File: src/rtl/fetch_pkg.sv
// Shared fetch-stage types and constants: word sizes, the NOP encoding and the
// queue slot record used by the fetch buffer.
package fetch_pkg;

   localparam int XLEN    = 32;
   localparam int ILEN    = 32;
   localparam int PC_STEP = 4;
   localparam logic [ILEN-1:0] INST_NOP = 32'h0000_0013;

   typedef struct packed {
      logic [XLEN-1:0] pc;
      logic [ILEN-1:0] data;
      logic            filled;
   } fetch_slot_t;

   // Clears the byte-offset bits so every fetch address is word aligned.
   function automatic logic [XLEN-1:0] align_pc(input logic [XLEN-1:0] pc);
      return pc & ~XLEN'(PC_STEP - 1);
   endfunction

endpackage

File: src/rtl/instruction_fetch_if.sv
// Bundle of the fetch stage's memory, redirect and decode handshake signals.
// master = the fetch unit, slave = memory/decode/branch environment.
interface instruction_fetch_if;
   import fetch_pkg::*;

   logic            imem_req;
   logic [XLEN-1:0] imem_addr;
   logic            imem_gnt;
   logic            imem_rvalid;
   logic [ILEN-1:0] imem_rdata;
   logic            redirect_valid;
   logic [XLEN-1:0] redirect_pc;
   logic            inst_valid;
   logic            inst_ready;
   logic [ILEN-1:0] instruction;
   logic [XLEN-1:0] inst_pc;
   logic            misaligned;

   modport master (
      output imem_req, imem_addr, inst_valid, instruction, inst_pc, misaligned,
      input  imem_gnt, imem_rvalid, imem_rdata, redirect_valid, redirect_pc, inst_ready
   );

   modport slave (
      input  imem_req, imem_addr, inst_valid, instruction, inst_pc, misaligned,
      output imem_gnt, imem_rvalid, imem_rdata, redirect_valid, redirect_pc, inst_ready
   );

endinterface

File: src/rtl/fetch_queue.sv
// Reserved-slot in-order buffer: a slot is reserved with its PC at grant time,
// filled in order when the word returns, and popped from the head once filled.
module fetch_queue
   import fetch_pkg::*;
#(
   parameter int DEPTH = 4
) (
   input  logic                   clk,
   input  logic                   rst,
   input  logic                   flush,
   input  logic                   reserve,
   input  logic [XLEN-1:0]        reserve_pc,
   input  logic                   fill,
   input  logic [ILEN-1:0]        fill_data,
   input  logic                   pop,
   output logic                   head_valid,
   output logic [XLEN-1:0]        head_pc,
   output logic [ILEN-1:0]        head_data,
   output logic [$clog2(DEPTH):0] slots
);

   localparam int PW = $clog2(DEPTH);

   fetch_slot_t    mem [DEPTH];
   logic [PW-1:0]  head;
   logic [PW-1:0]  tail;
   logic [PW-1:0]  fill_ptr;

   // Reserve, fill and pop touch different slots whenever they coincide, so all
   // three may act in the same cycle; flush wins over everything.
   always_ff @(posedge clk or posedge rst) begin
      if (rst) begin
         for (int i = 0; i < DEPTH; i++) mem[i] <= '0;
         head     <= '0;
         tail     <= '0;
         fill_ptr <= '0;
         slots    <= '0;
      end else if (flush) begin
         for (int i = 0; i < DEPTH; i++) mem[i].filled <= 1'b0;
         head     <= '0;
         tail     <= '0;
         fill_ptr <= '0;
         slots    <= '0;
      end else begin
         if (reserve) begin
            mem[tail] <= '{pc: reserve_pc, data: '0, filled: 1'b0};
            tail      <= tail + 1'b1;
         end
         if (fill) begin
            mem[fill_ptr].data   <= fill_data;
            mem[fill_ptr].filled <= 1'b1;
            fill_ptr             <= fill_ptr + 1'b1;
         end
         if (pop) begin
            mem[head].filled <= 1'b0;
            head             <= head + 1'b1;
         end
         case ({reserve, pop})
            2'b10:   slots <= slots + 1'b1;
            2'b01:   slots <= slots - 1'b1;
            default: slots <= slots;
         endcase
      end
   end

   assign head_valid = mem[head].filled;
   assign head_pc    = mem[head].pc;
   assign head_data  = mem[head].data;

endmodule

File: src/rtl/instruction_fetch.sv
// Fetch stage: PC, in-order memory requests, redirect flush and stale-response drop.
// Define FETCH_ALIGN_CHECK_EN to flag and stall on misaligned redirect targets.
module instruction_fetch
   import fetch_pkg::*;
#(
   parameter logic [XLEN-1:0] RESET_PC = 32'h0000_0000,
   parameter int              DEPTH    = 4
) (
   input logic                 clk,
   input logic                 rst,
   instruction_fetch_if.master bus
);

   localparam int CW = $clog2(DEPTH) + 1;

   logic [XLEN-1:0] fetch_pc;
   logic [CW-1:0]   slots;
   logic [CW-1:0]   inflight;
   logic [CW-1:0]   drop;
   logic            req;
   logic            grant;
   logic            fill;
   logic            pop;
   logic            redirect;
   logic            stalled;
   logic            head_valid;
   logic [XLEN-1:0] head_pc;
   logic [ILEN-1:0] head_data;

`ifdef FETCH_ALIGN_CHECK_EN
   logic misaligned_q;

   // Sticky until the next redirect re-evaluates the target alignment.
   always_ff @(posedge clk or posedge rst) begin
      if (rst) begin
         misaligned_q <= 1'b0;
      end else if (bus.redirect_valid) begin
         misaligned_q <= |bus.redirect_pc[1:0];
      end
   end

   assign stalled        = misaligned_q;
   assign bus.misaligned = misaligned_q;
`else
   assign stalled        = 1'b0;
   assign bus.misaligned = 1'b0;
`endif

   assign redirect = bus.redirect_valid;
   assign req      = !rst && (slots < CW'(DEPTH)) && (drop == '0) && !redirect && !stalled;
   assign grant    = req && bus.imem_gnt;
   assign fill     = bus.imem_rvalid && (drop == '0) && !redirect;
   assign pop      = head_valid && bus.inst_ready && !redirect;

   // inflight tracks every granted word not yet returned, live or stale, so a
   // redirect knows how many responses it must swallow before fetching again.
   always_ff @(posedge clk or posedge rst) begin
      if (rst) begin
         fetch_pc <= RESET_PC;
         inflight <= '0;
         drop     <= '0;
      end else begin
         if (redirect) begin
            fetch_pc <= align_pc(bus.redirect_pc);
         end else if (grant) begin
            fetch_pc <= fetch_pc + XLEN'(PC_STEP);
         end

         case ({grant, bus.imem_rvalid})
            2'b10:   inflight <= inflight + 1'b1;
            2'b01:   inflight <= inflight - 1'b1;
            default: inflight <= inflight;
         endcase

         if (redirect) begin
            drop <= inflight - CW'(bus.imem_rvalid);
         end else if (bus.imem_rvalid && (drop != '0)) begin
            drop <= drop - 1'b1;
         end
      end
   end

   fetch_queue #(.DEPTH(DEPTH)) u_queue (
      .clk        (clk),
      .rst        (rst),
      .flush      (redirect),
      .reserve    (grant),
      .reserve_pc (fetch_pc),
      .fill       (fill),
      .fill_data  (bus.imem_rdata),
      .pop        (pop),
      .head_valid (head_valid),
      .head_pc    (head_pc),
      .head_data  (head_data),
      .slots      (slots)
   );

   assign bus.imem_req    = req;
   assign bus.imem_addr   = fetch_pc;
   assign bus.inst_valid  = head_valid;
   assign bus.instruction = head_valid ? head_data : INST_NOP;
   assign bus.inst_pc     = head_valid ? head_pc : fetch_pc;

endmodule

File: src/flat_wrapper.sv
// flat-port wrapper written by rule: the top's interface ports become plain ports
module instruction_fetch_flat import fetch_pkg::*;
#(
   parameter logic [XLEN-1:0] RESET_PC = 32'h0000_0000,
   parameter int              DEPTH    = 4
)
  (clk, rst, bus_imem_req, bus_imem_addr, bus_inst_valid, bus_instruction, bus_inst_pc, bus_misaligned, bus_imem_gnt, bus_imem_rvalid, bus_imem_rdata, bus_redirect_valid, bus_redirect_pc, bus_inst_ready);
  instruction_fetch_if bus_i ();
  input logic clk;
  input logic rst;
  output wire logic [$bits(bus_i.imem_req)-1:0] bus_imem_req;
  output wire logic [$bits(bus_i.imem_addr)-1:0] bus_imem_addr;
  output wire logic [$bits(bus_i.inst_valid)-1:0] bus_inst_valid;
  output wire logic [$bits(bus_i.instruction)-1:0] bus_instruction;
  output wire logic [$bits(bus_i.inst_pc)-1:0] bus_inst_pc;
  output wire logic [$bits(bus_i.misaligned)-1:0] bus_misaligned;
  input wire logic [$bits(bus_i.imem_gnt)-1:0] bus_imem_gnt;
  input wire logic [$bits(bus_i.imem_rvalid)-1:0] bus_imem_rvalid;
  input wire logic [$bits(bus_i.imem_rdata)-1:0] bus_imem_rdata;
  input wire logic [$bits(bus_i.redirect_valid)-1:0] bus_redirect_valid;
  input wire logic [$bits(bus_i.redirect_pc)-1:0] bus_redirect_pc;
  input wire logic [$bits(bus_i.inst_ready)-1:0] bus_inst_ready;
  assign bus_imem_req = bus_i.imem_req;
  assign bus_imem_addr = bus_i.imem_addr;
  assign bus_inst_valid = bus_i.inst_valid;
  assign bus_instruction = bus_i.instruction;
  assign bus_inst_pc = bus_i.inst_pc;
  assign bus_misaligned = bus_i.misaligned;
  assign bus_i.imem_gnt = bus_imem_gnt;
  assign bus_i.imem_rvalid = bus_imem_rvalid;
  assign bus_i.imem_rdata = bus_imem_rdata;
  assign bus_i.redirect_valid = bus_redirect_valid;
  assign bus_i.redirect_pc = bus_redirect_pc;
  assign bus_i.inst_ready = bus_inst_ready;
  instruction_fetch #(.RESET_PC(RESET_PC), .DEPTH(DEPTH)) u_core (.clk(clk), .rst(rst), .bus(bus_i));
endmodule
File: config.mk
export PLATFORM = sky130hd
export DESIGN_NAME = instruction_fetch_flat
export DESIGN_NICKNAME = d
export VERILOG_FILES = /design/src/rtl/fetch_pkg.sv /design/src/rtl/instruction_fetch_if.sv /design/src/rtl/fetch_queue.sv /design/src/rtl/instruction_fetch.sv /design/src/flat_wrapper.sv
export SDC_FILE = /design/constraint.sdc
export NUM_CORES = 1
export LEC_CHECK = 0
export CAP_MARGIN = 20
export CORE_AREA = 2 2 216 196
export CTS_CLUSTER_DIAMETER = 80
export DETAILED_ROUTE_END_ITERATION = 10
export DIE_AREA = 0 0 218 198
export PLACE_DENSITY = 0.65
export SYNTH_ARGS = -nofsm -noshare
export SYNTH_HDL_FRONTEND = slang
export SYNTH_SLANG_ARGS = --single-unit
File: constraint.sdc
create_clock -name clk -period 22 [get_ports clk]
set_clock_uncertainty 0.2 [all_clocks]
set_input_delay 4.4 -clock clk [delete_from_list [all_inputs] [get_ports clk]]
set_output_delay 4.4 -clock clk [all_outputs]
set_load 0.1 [all_outputs]
## Word level (Yosys, flattened, before mapping)

Index checks and enable logic that the tools add are counted.

- Add/subtract/negate cells: 10
- Multipliers: 0
- Div/mod/pow operators: 0
- Magnitude comparators: 7
- Equal/unequal tests: 4
- Shift operators: 0
- Multiplexer cells: 39
- Bitwise logic cells: 3
- Reductions and logical operators: 22

Operators by type and width:

| operator | number |
|---|---|
| two-way mux 260 bit | 5 |
| bitwise mux 260 bit | 4 |
| demux 65 bit (select 2 bit) | 4 |
| two-way mux 65 bit | 3 |
| binary-select mux 65 bit (select 2 bit) | 1 |
| two-way mux 32 bit | 4 |
| two-way mux 33 bit | 1 |
| adder 32 x 3 -> 32 bit, second input constant | 1 |
| logical AND 1 bit | 12 |
| two-way mux 2 bit | 6 |
| one-hot mux 3 bit (2 select lines) | 2 |
| nonzero test 2 bit | 5 |
| >= comparator 3 bit, second input constant | 3 |
| less-than comparator 3 x 1 -> 1 bit, second input constant | 3 |
| two-way mux 3 bit | 3 |
| NOT 2 -> 3 bit | 3 |
| subtractor 3 x 1 -> 3 bit, second input constant | 3 |
| adder 2 x 1 -> 2 bit, second input constant | 3 |
| adder 3 x 1 -> 3 bit, second input constant | 2 |
| two-way mux 1 bit | 6 |
| nonzero test 3 bit | 2 |
| equality test 2 x 1 -> 1 bit, second input constant | 2 |
| equality test 2 bit, second input constant | 2 |
| zero test 3 bit | 1 |
| 3 further kinds | 4 |

- Bits in registers: 307
- Latch bits: 0
- Memory bits (writable): 0
- ROM bits: 0
- Bits of input ports: 70
- Output and inout bits: 99
- Word-level logic and storage cells: 104
- Memories kept: 0

## Longest topological paths before layout

Gate-level depths: netlist (run 1).

- Depth in word-level cells: 15
- Depth in mapped cells: 14
- Gate-level depth less buffers: 11

## Modules after synthesis

From an unflattened synthesis (run 1), not the netlist that was laid out.

- Cell total of the unflattened synthesis: 1064
- Area total of the unflattened synthesis: 14552.7 um2

Modules (own cells, without submodules):

| module | times used | cells an instance | area each (um2) | seq. area each (um2) |
|---|---|---|---|---|
| fetch_queue | 1 | 724 | 11662.4 | 6731.5 |
| instruction_fetch | 1 | 340 | 2890.3 | 900.9 |

## Least setup slack after synthesis (run 1)

Ideal clock, no wire load.

- Path kind: input to output
- Start: input bus_redirect_valid
- End: output bus_imem_req
- Arrival: 7390 ps
- Data required time: 17400 ps
- Setup slack: 10010 ps
- Stages: 2
- Path buffers: 0
- Cell sequence: nand2b_1 nor4_1

- Cells in the longest elaborated chain, start to end: 2

Ends and longest elaborated chain:

| item | line | source |
|---|---|---|
| start, declared | flat_wrapper.sv:20 | `input wire logic [$bits(bus_i.redirect_valid)-1:0] bus_redirect_valid;` |
| zero test 1 bit | instruction_fetch.sv:50 | `assign req = !rst && (slots < CW'(DEPTH)) && (drop == '0) && !redirect && !stalled;` |
| logical AND 1 bit | instruction_fetch.sv:50 |  |
| end, declared | flat_wrapper.sv:11 | `output wire logic [$bits(bus_i.imem_req)-1:0] bus_imem_req;` |

No other way between the ends.

## Worst setup path after layout (run 1)

Same ends and word-level chain as after synthesis.

==> metrics.csv, run 1 <==
stage;metric;value;unit
logic_synthesis;synth_cells;1333;
power_and_ir_drop;powerDensity;106;nW/um^2
logic_synthesis;synth.largest_area_cell;dfrtp_1;
setup_path;required;17.40;ns
routing;drc_errors;0;
global_routing;grt_antenna_before_repair;3;
cells_and_area;design_area;17600;sq um
power_and_ir_drop;comb_power_share;0.306;
global_routing;track_usage;0.187;
die;design.core.area;41200;sq um
logic_synthesis;syn_area_per_cell;10.9;sq um
die;start_util;0.354;
timing;finalCritPeriodShare;0.503;
global_routing;grt_pass1_vias;10900;
logic_synthesis;synth-seq-area-share;0.510;
global_routing;grt-ovfl-total;0;
cells_and_area;drive_above_1_share;0.186;
logic_synthesis;synthesis.area;14600;sq um
setup_path;cp_cell_sequence;buf_2 > buf_4 > nand2b_1 > nor4_1 > clkdlybuf4s50_1;
die;dieWidth;218;microns
logic_synthesis;synth_edf_count;0;
timing;period_minus_slack;11.06;ns
power_and_ir_drop;power.total;1.87;mW
clock_network;cts_buffers;36;
clock_network;cts_max_level;2;
power_and_ir_drop;seqPwrFrac;0.390;
clock_network;post_cts_resize_count;0;
clock_network;clk_pin_slew;0.06;ns
setup_path;path_max_fanout;47;
logic_synthesis;ys.flop_type;dfrtp_1;
die;rows;71;
power_and_ir_drop;clockPowerShare;0.304;
logic_synthesis;ys_ff_latch;297;
clock_network;cts_tree;built;
min_path;hp-start;u_core.inflight[0];
timing;holdWs;0.271;ns
routing;dr.pass1.iters;7;
placed_design;placed_cell_area;16500;sq um
routing;drt-wirelength-per-cell;19.9;microns
clock_network;post_cts_buffers;0;
setup_path;r2r-start;u_core.u_queue.head[0];
clock_network;cts_root_buffer;clkbuf_16;
job;maxCapViolCount;0;
setup_path;crit_start;bus_redirect_valid;
setup_path;critPathMaxStageDelay;1.18;ns
routing;antenna_left;0;
timing;setup_violations;0;
power_and_ir_drop;peakVddDrop;0.0581;mV
clock_network;cts.path.max_buffers;3;
die;die-area;43200;sq um
clock_network;clock_sinks;297;
timing;slew_violations;0;
power_and_ir_drop;switchingPower;671;uW
logic_synthesis;synth.distinct_cells;55;
power_and_ir_drop;p_leak;8.15;nW
routing;finalWirelength;40.1;mm
run_status;outcome;finished clean;
logic_synthesis;yosys.area.top_type_share;0.510;
timing;slew_headroom;0.239;
logic_synthesis;synth.area.top_cells;dfrtp_1 (51%), mux4_2 (9.7%), mux2_2 (9.0%);
cells_and_area;area_delta_synth_final;20.9;%
die;die_h;198;microns
placed_design;io_buffers;161;
timing;hold_viol;0;
routing;vias;10700;
power_and_ir_drop;intPower;1.20;mW
routing;viasPerCell;5.32;
die;io_pins;169;
clock_network;clk_latency;0.53;ns
cells_and_area;layout.nets;1527;
setup_path;end_kind;output pin;
setup_path;startpoint_type;input port;
global_routing;grt_max_degree;154;
timing;setup-tns-final;0;ns
setup_path;slowest_stage;clkdlybuf4s50_1;
global_routing;grt_pass1_wl;62.9;mm
placed_design;dp_hpwl;23.1;mm
logic_synthesis;yosys_warnings;0;
setup_path;arrival;6.46;ns
timing;rsz0062_at_grt;false;
clock_network;cts_hold_buf;0;
placed_design;gp_congestion;0.768;
routing;drt_iter0_markers;1003;
min_path;worstHoldPathType;reg -> reg;
timing;tightest_slew;1.14;ns
logic_synthesis;async_flop_share;1.00;
timing;max_freq;90.4;MHz
power_and_ir_drop;power.share.switching;0.359;
setup_path;crit_type;in -> out;
-- power groups by stage --
stage                     combinational (mW)  clock, mW  sequential (mW)
final                                  0.571      0.569            0.728
after global routing                   0.611      0.608            0.743
after CTS                              0.575      0.584            0.727
after detailed placement               0.574          0            0.735
after global placement                 0.563          0            0.729
after floorplan                        0.420          0            0.747
-- flip-flops by register name, indices dropped and copies added (netlist names) --
| register | flops |
|---|---|
| u_core.u_queue.head | 2 |
| u_core.u_queue.tail | 2 |
| u_core.u_queue.mem | 252 |
| u_core.inflight | 3 |
| u_core.drop | 3 |
| u_core.u_queue.slots | 3 |
| u_core.bus.imem_addr | 30 |
| u_core.u_queue.fill_ptr | 2 |
-- area by class of cell --
class	instances	area [sq um]
Timing Repair Buffer	178	1750
Antenna cell	1	2.50
Fill cell	3879	23600
Clock buffer	52	1020
Clock inverter	12	114
Inverter	21	86.3
Sequential cell	297	7440
Tap cell	547	684
Multi-Input combinational cell	903	6530
-- cells in the final DEF (no fill, tap or decap), drive strengths merged, types with 22 or more instances in the layout --
cell type,count
mux4,63
nand3,147
nor2,23
clkbuf,52
dfrtp,297
and2,35
mux2,133
clkdlybuf4s50,160
o21ai,43
inv,22
nand2,325
-- through the flow --
step	std cells	setup WS [ns]	util
floorplan	1337	9.20	-
global placement	1945	10.88	0.399
detailed placement	1945	10.89	0.399
CTS	2009	10.89	0.427
global route	2010	10.82	0.428
finish	2011	10.94	0.428
-- cells in the mapped netlist, types with 6 or more instances --
library cell	count
nand2_1	324
o21ai_0	36
o211ai_1	9
mux4_2	63
nor2_1	23
buf_2	61
mux2_2	117
o311ai_1	7
dfrtp_1	297
mux2_1	16
nand3_1	146
ha_1	18
inv_1	19
buf_4	10
and2_1	34
xnor2_1	7
o21ai_1	7
a21oi_1	13
nand4_1	6
a31oi_1	11
clkbuf_1	35
-- cells by family (layout without fill, tap and decap cells) --
group                    Yosys count  after routing  share of synthesized area
flip-flops                       297            297                      0.510
multiplexers                     201            201                      0.204
other                              1              6                   0.000257
AND/OR/NAND/NOR                  564            564                      0.172
AO/OA/AOI/OAI                    100            100                     0.0426
adder cells (fa/ha/maj)           20             20                     0.0182
buffers and inverters            137            263                     0.0448
XOR/XNOR                          13             13                    0.00833
-- worst max-delay path: cells and delay by family --
family,cells,cell delay [ns]
buffers and inverters,3,1.57
and+or+nand+nor,2,0.48
-- final timing paths --
| path | end | slack (ns) | cells after the start |
|---|---|---|---|
| max in group asynchronous | u_core.u_queue.mem[157] | 14.79 | 5 |
| min | u_core.inflight[0] | 0.27 | 1 |
| max | bus_imem_req | 10.94 | 5 |
| max reg2reg | u_core.u_queue.slots[2] | 18.57 | 7 |
| min in group asynchronous | u_core.bus.imem_addr[2] | 4.12 | 2 |
| min reg2reg | u_core.inflight[0] | 0.27 | 1 |
-- routing by layer --
layer,GRT usage,wire [microns],vias up,part of all wire
met5,0,27,-,0.00067
met4,0.0592,950,4,0.024
met3,0.0320,2340,60,0.058
met2,0.309,19400,339,0.48
met1,0.250,17400,5467,0.43
li1,-,-,4825,-
No activity file was read; power rests on OpenSTA's default activity.
==> inputs of run 2 (changes only) <==
--- a/config.mk
+++ b/config.mk
@@ -10,7 +10,7 @@
 export CTS_CLUSTER_DIAMETER = 80
 export DETAILED_ROUTE_END_ITERATION = 10
 export DIE_AREA = 0 0 218 198
-export PLACE_DENSITY = 0.65
+export PLACE_DENSITY = 0.67
 export SYNTH_ARGS = -nofsm -noshare
 export SYNTH_HDL_FRONTEND = slang
 export SYNTH_SLANG_ARGS = --single-unit
==> constraint.sdc (replaced) <==
create_clock -name clk -period 9.6 [get_ports clk]
set_clock_uncertainty 0.2 [all_clocks]
set_input_delay 1.92 -clock clk [delete_from_list [all_inputs] [get_ports clk]]
set_output_delay 1.92 -clock clk [all_outputs]
set_load 0.1 [all_outputs]
==> metrics.csv, run 2 (synthesized netlist as in run 1, its figures left out) <==
stage;metric;value;unit;change
timing;hold_viol;0;;unchanged
routing;viasPerCell;5.33;;+0.28%
setup_path;critPathMaxStageDelay;1.25;ns;+0.07 ns
cells_and_area;most-common-layout-cells;nand2_1 (316), dfrtp_1 (295), clkdlybuf4s50_1 (160);;
cells_and_area;drive_above_1_share;0.188;;+0.00162
setup_path;end_kind;output pin;;
timing;setup_violations;0;;unchanged
die;rows;71;;unchanged
setup_path;required;7.48;ns;-9.92 ns
cells_and_area;multi_input_area;6530;sq um;unchanged
power_and_ir_drop;power.total;4.33;mW;+130%
setup_path;crit_type;reg -> out;;
global_routing;grt_pass1_vias;11000;;+0.91%
clock_network;post_cts_buffers;0;;unchanged
timing;tightest_slew;1.11;ns;-0.0255 ns
setup_path;cp_cell_sequence;mux4_2 > buf_4 > nand2_1 > o21ai_1 > clkdlybuf4s50_1;;
clock_network;cts.path.max_buffers;3;;unchanged
global_routing;grt-ovfl-total;0;;unchanged
global_routing;grt_antenna_before_repair;1;;-2
timing;slew_headroom;0.256;;+0.0171
setup_path;slowest_stage;clkdlybuf4s50_1;;
clock_network;clk_pin_slew;0.06;ns;about the same
clock_network;cts_max_level;2;;unchanged
clock_network;cts_hold_buf;0;;unchanged
run_status;outcome;finished clean;;
power_and_ir_drop;peakVddDrop;0.153;mV;+160%
cells_and_area;n_fill_cell;3871;;-0.21%
clock_network;cts_tree;built;;
routing;antenna_left;0;;unchanged
global_routing;grt_max_degree;176;;+14%
timing;slew_violations;0;;unchanged
timing;finalCritPeriodShare;0.678;;
global_routing;track_usage;0.185;;-0.00118
cells_and_area;design_area;17700;sq um;+0.34%
global_routing;grt_pass1_wl;62.7;mm;-0.27%
setup_path;path_max_fanout;36;;-23%
die;die_h;198;microns;unchanged
power_and_ir_drop;p_leak;8.17;nW;+0.31%
timing;max_freq;154;MHz;
setup_path;arrival;4.39;ns;-2.07 ns
placed_design;io_buffers;161;;unchanged
clock_network;post_cts_resize_count;0;;unchanged
die;io_pins;169;;unchanged
placed_design;gp_congestion;0.780;;+1.5%
placed_design;place_ws;3.44;ns;-7.44 ns
die;die-area;43200;sq um;unchanged
timing;setup-tns-final;0;ns;unchanged
cells_and_area;layout.nets;1526;;-0.065%
routing;dr.pass1.iters;5;;-2
routing;vias;10700;;+0.18%
job;maxCapViolCount;0;;unchanged
power_and_ir_drop;powerDensity;245;nW/um^2;+130%
placed_design;dp_hpwl;22.7;mm;-1.8%
cells_and_area;largest_reg_flops;252;;unchanged
cells_and_area;regArea;7440;sq um;unchanged
timing;holdWs;0.267;ns;-0.00429 ns
cells_and_area;final_common_cell;nand2_1;;
routing;drt_iter0_markers;872;;-13%
clock_network;cts_root_buffer;clkbuf_16;;
die;design.core.area;41200;sq um;unchanged
setup_path;startpoint_type;flop;;
die;dieWidth;218;microns;unchanged
routing;drt-wirelength-per-cell;19.7;microns;-1.3%
routing;finalWirelength;39.5;mm;-1.4%
cells_and_area;regMostFlops;u_core.u_queue.mem;;
timing;rsz0062_at_grt;false;;
cells_and_area;area_delta_synth_final;21.3;%;
routing;drc_errors;0;;unchanged
clock_network;cts_buffers;35;;-2.8%
timing;period_minus_slack;6.51;ns;
placed_design;placed_cell_area;16500;sq um;about the same
clock_network;clk_latency;0.52;ns;about the same
min_path;worstHoldPathType;reg -> reg;;
die;start_util;0.354;;unchanged
timing;setup_slack;3.09;ns;-7.85 ns
clock_network;clock_sinks;297;;unchanged
==> run 2: cell types whose count changed in the layout (fill, tap and decap cells not counted), sizes merged <==
cell	delta
clkinv	-3
bufinv	+1
clkinvlp	+1
inv	-1
==> run 2: routing by layer <==
layer / part of all wire / track usage
met5: 0 / 0
met4: 0.020 / 0.0549
met3: 0.061 / 0.0276
met2: 0.49 / 0.310
met1: 0.43 / 0.250
==> run 2: metrics by stage <==
stage	util	instances
after floorplan	-	1337
after global placement	0.400	1945
after detailed placement	0.400	1945
after CTS	0.428	2007
after global routing	0.429	2008
final	0.429	2009
==> run 2: worst paths after layout <==
kind                                        start  slack (ns)  cells past startpoint                      end
min reg2reg                    u_core.inflight[0]        0.27                      1       u_core.inflight[0]
min                            u_core.inflight[0]        0.27                      1       u_core.inflight[0]
max                        u_core.u_queue.head[0]        3.09                      5           bus_inst_pc[5]
max in group asynchronous                     rst        5.93                      3  u_core.u_queue.mem[224]
max reg2reg                u_core.u_queue.head[0]        6.13                      7  u_core.u_queue.slots[2]
min in group asynchronous                     rst        1.79                      2  u_core.u_queue.mem[230]
==> run 2: area by class of cell <==
class | instances | share of cell area
inverters | 21 | 0.00467
multi-input cells | 903 | 0.369
diodes | 1 | 0.000141
repair buffers | 178 | 0.0999
clock inverters | 10 | 0.00707
well taps | 547 | 0.0387
flip-flops and latches | 297 | 0.421
clock buffers | 52 | 0.0600
==> run 2: power breakdown <==
group          internal, mW  switching, mW  total [mW]
clock network         0.823          0.532        1.35
registers              1.49          0.176        1.67
logic                 0.480          0.829        1.31
total                  2.80           1.54        4.33
==> run 2: critical path: cells and delay by family, from the launching register on <==
family	cells	cell delay (ns)
multiplexers	1	0.98
flip-flops	1	0.86
AO/OA/AOI/OAI	1	0.09
AND/OR/NAND/NOR	1	0.09
buffers and inverters	2	1.82
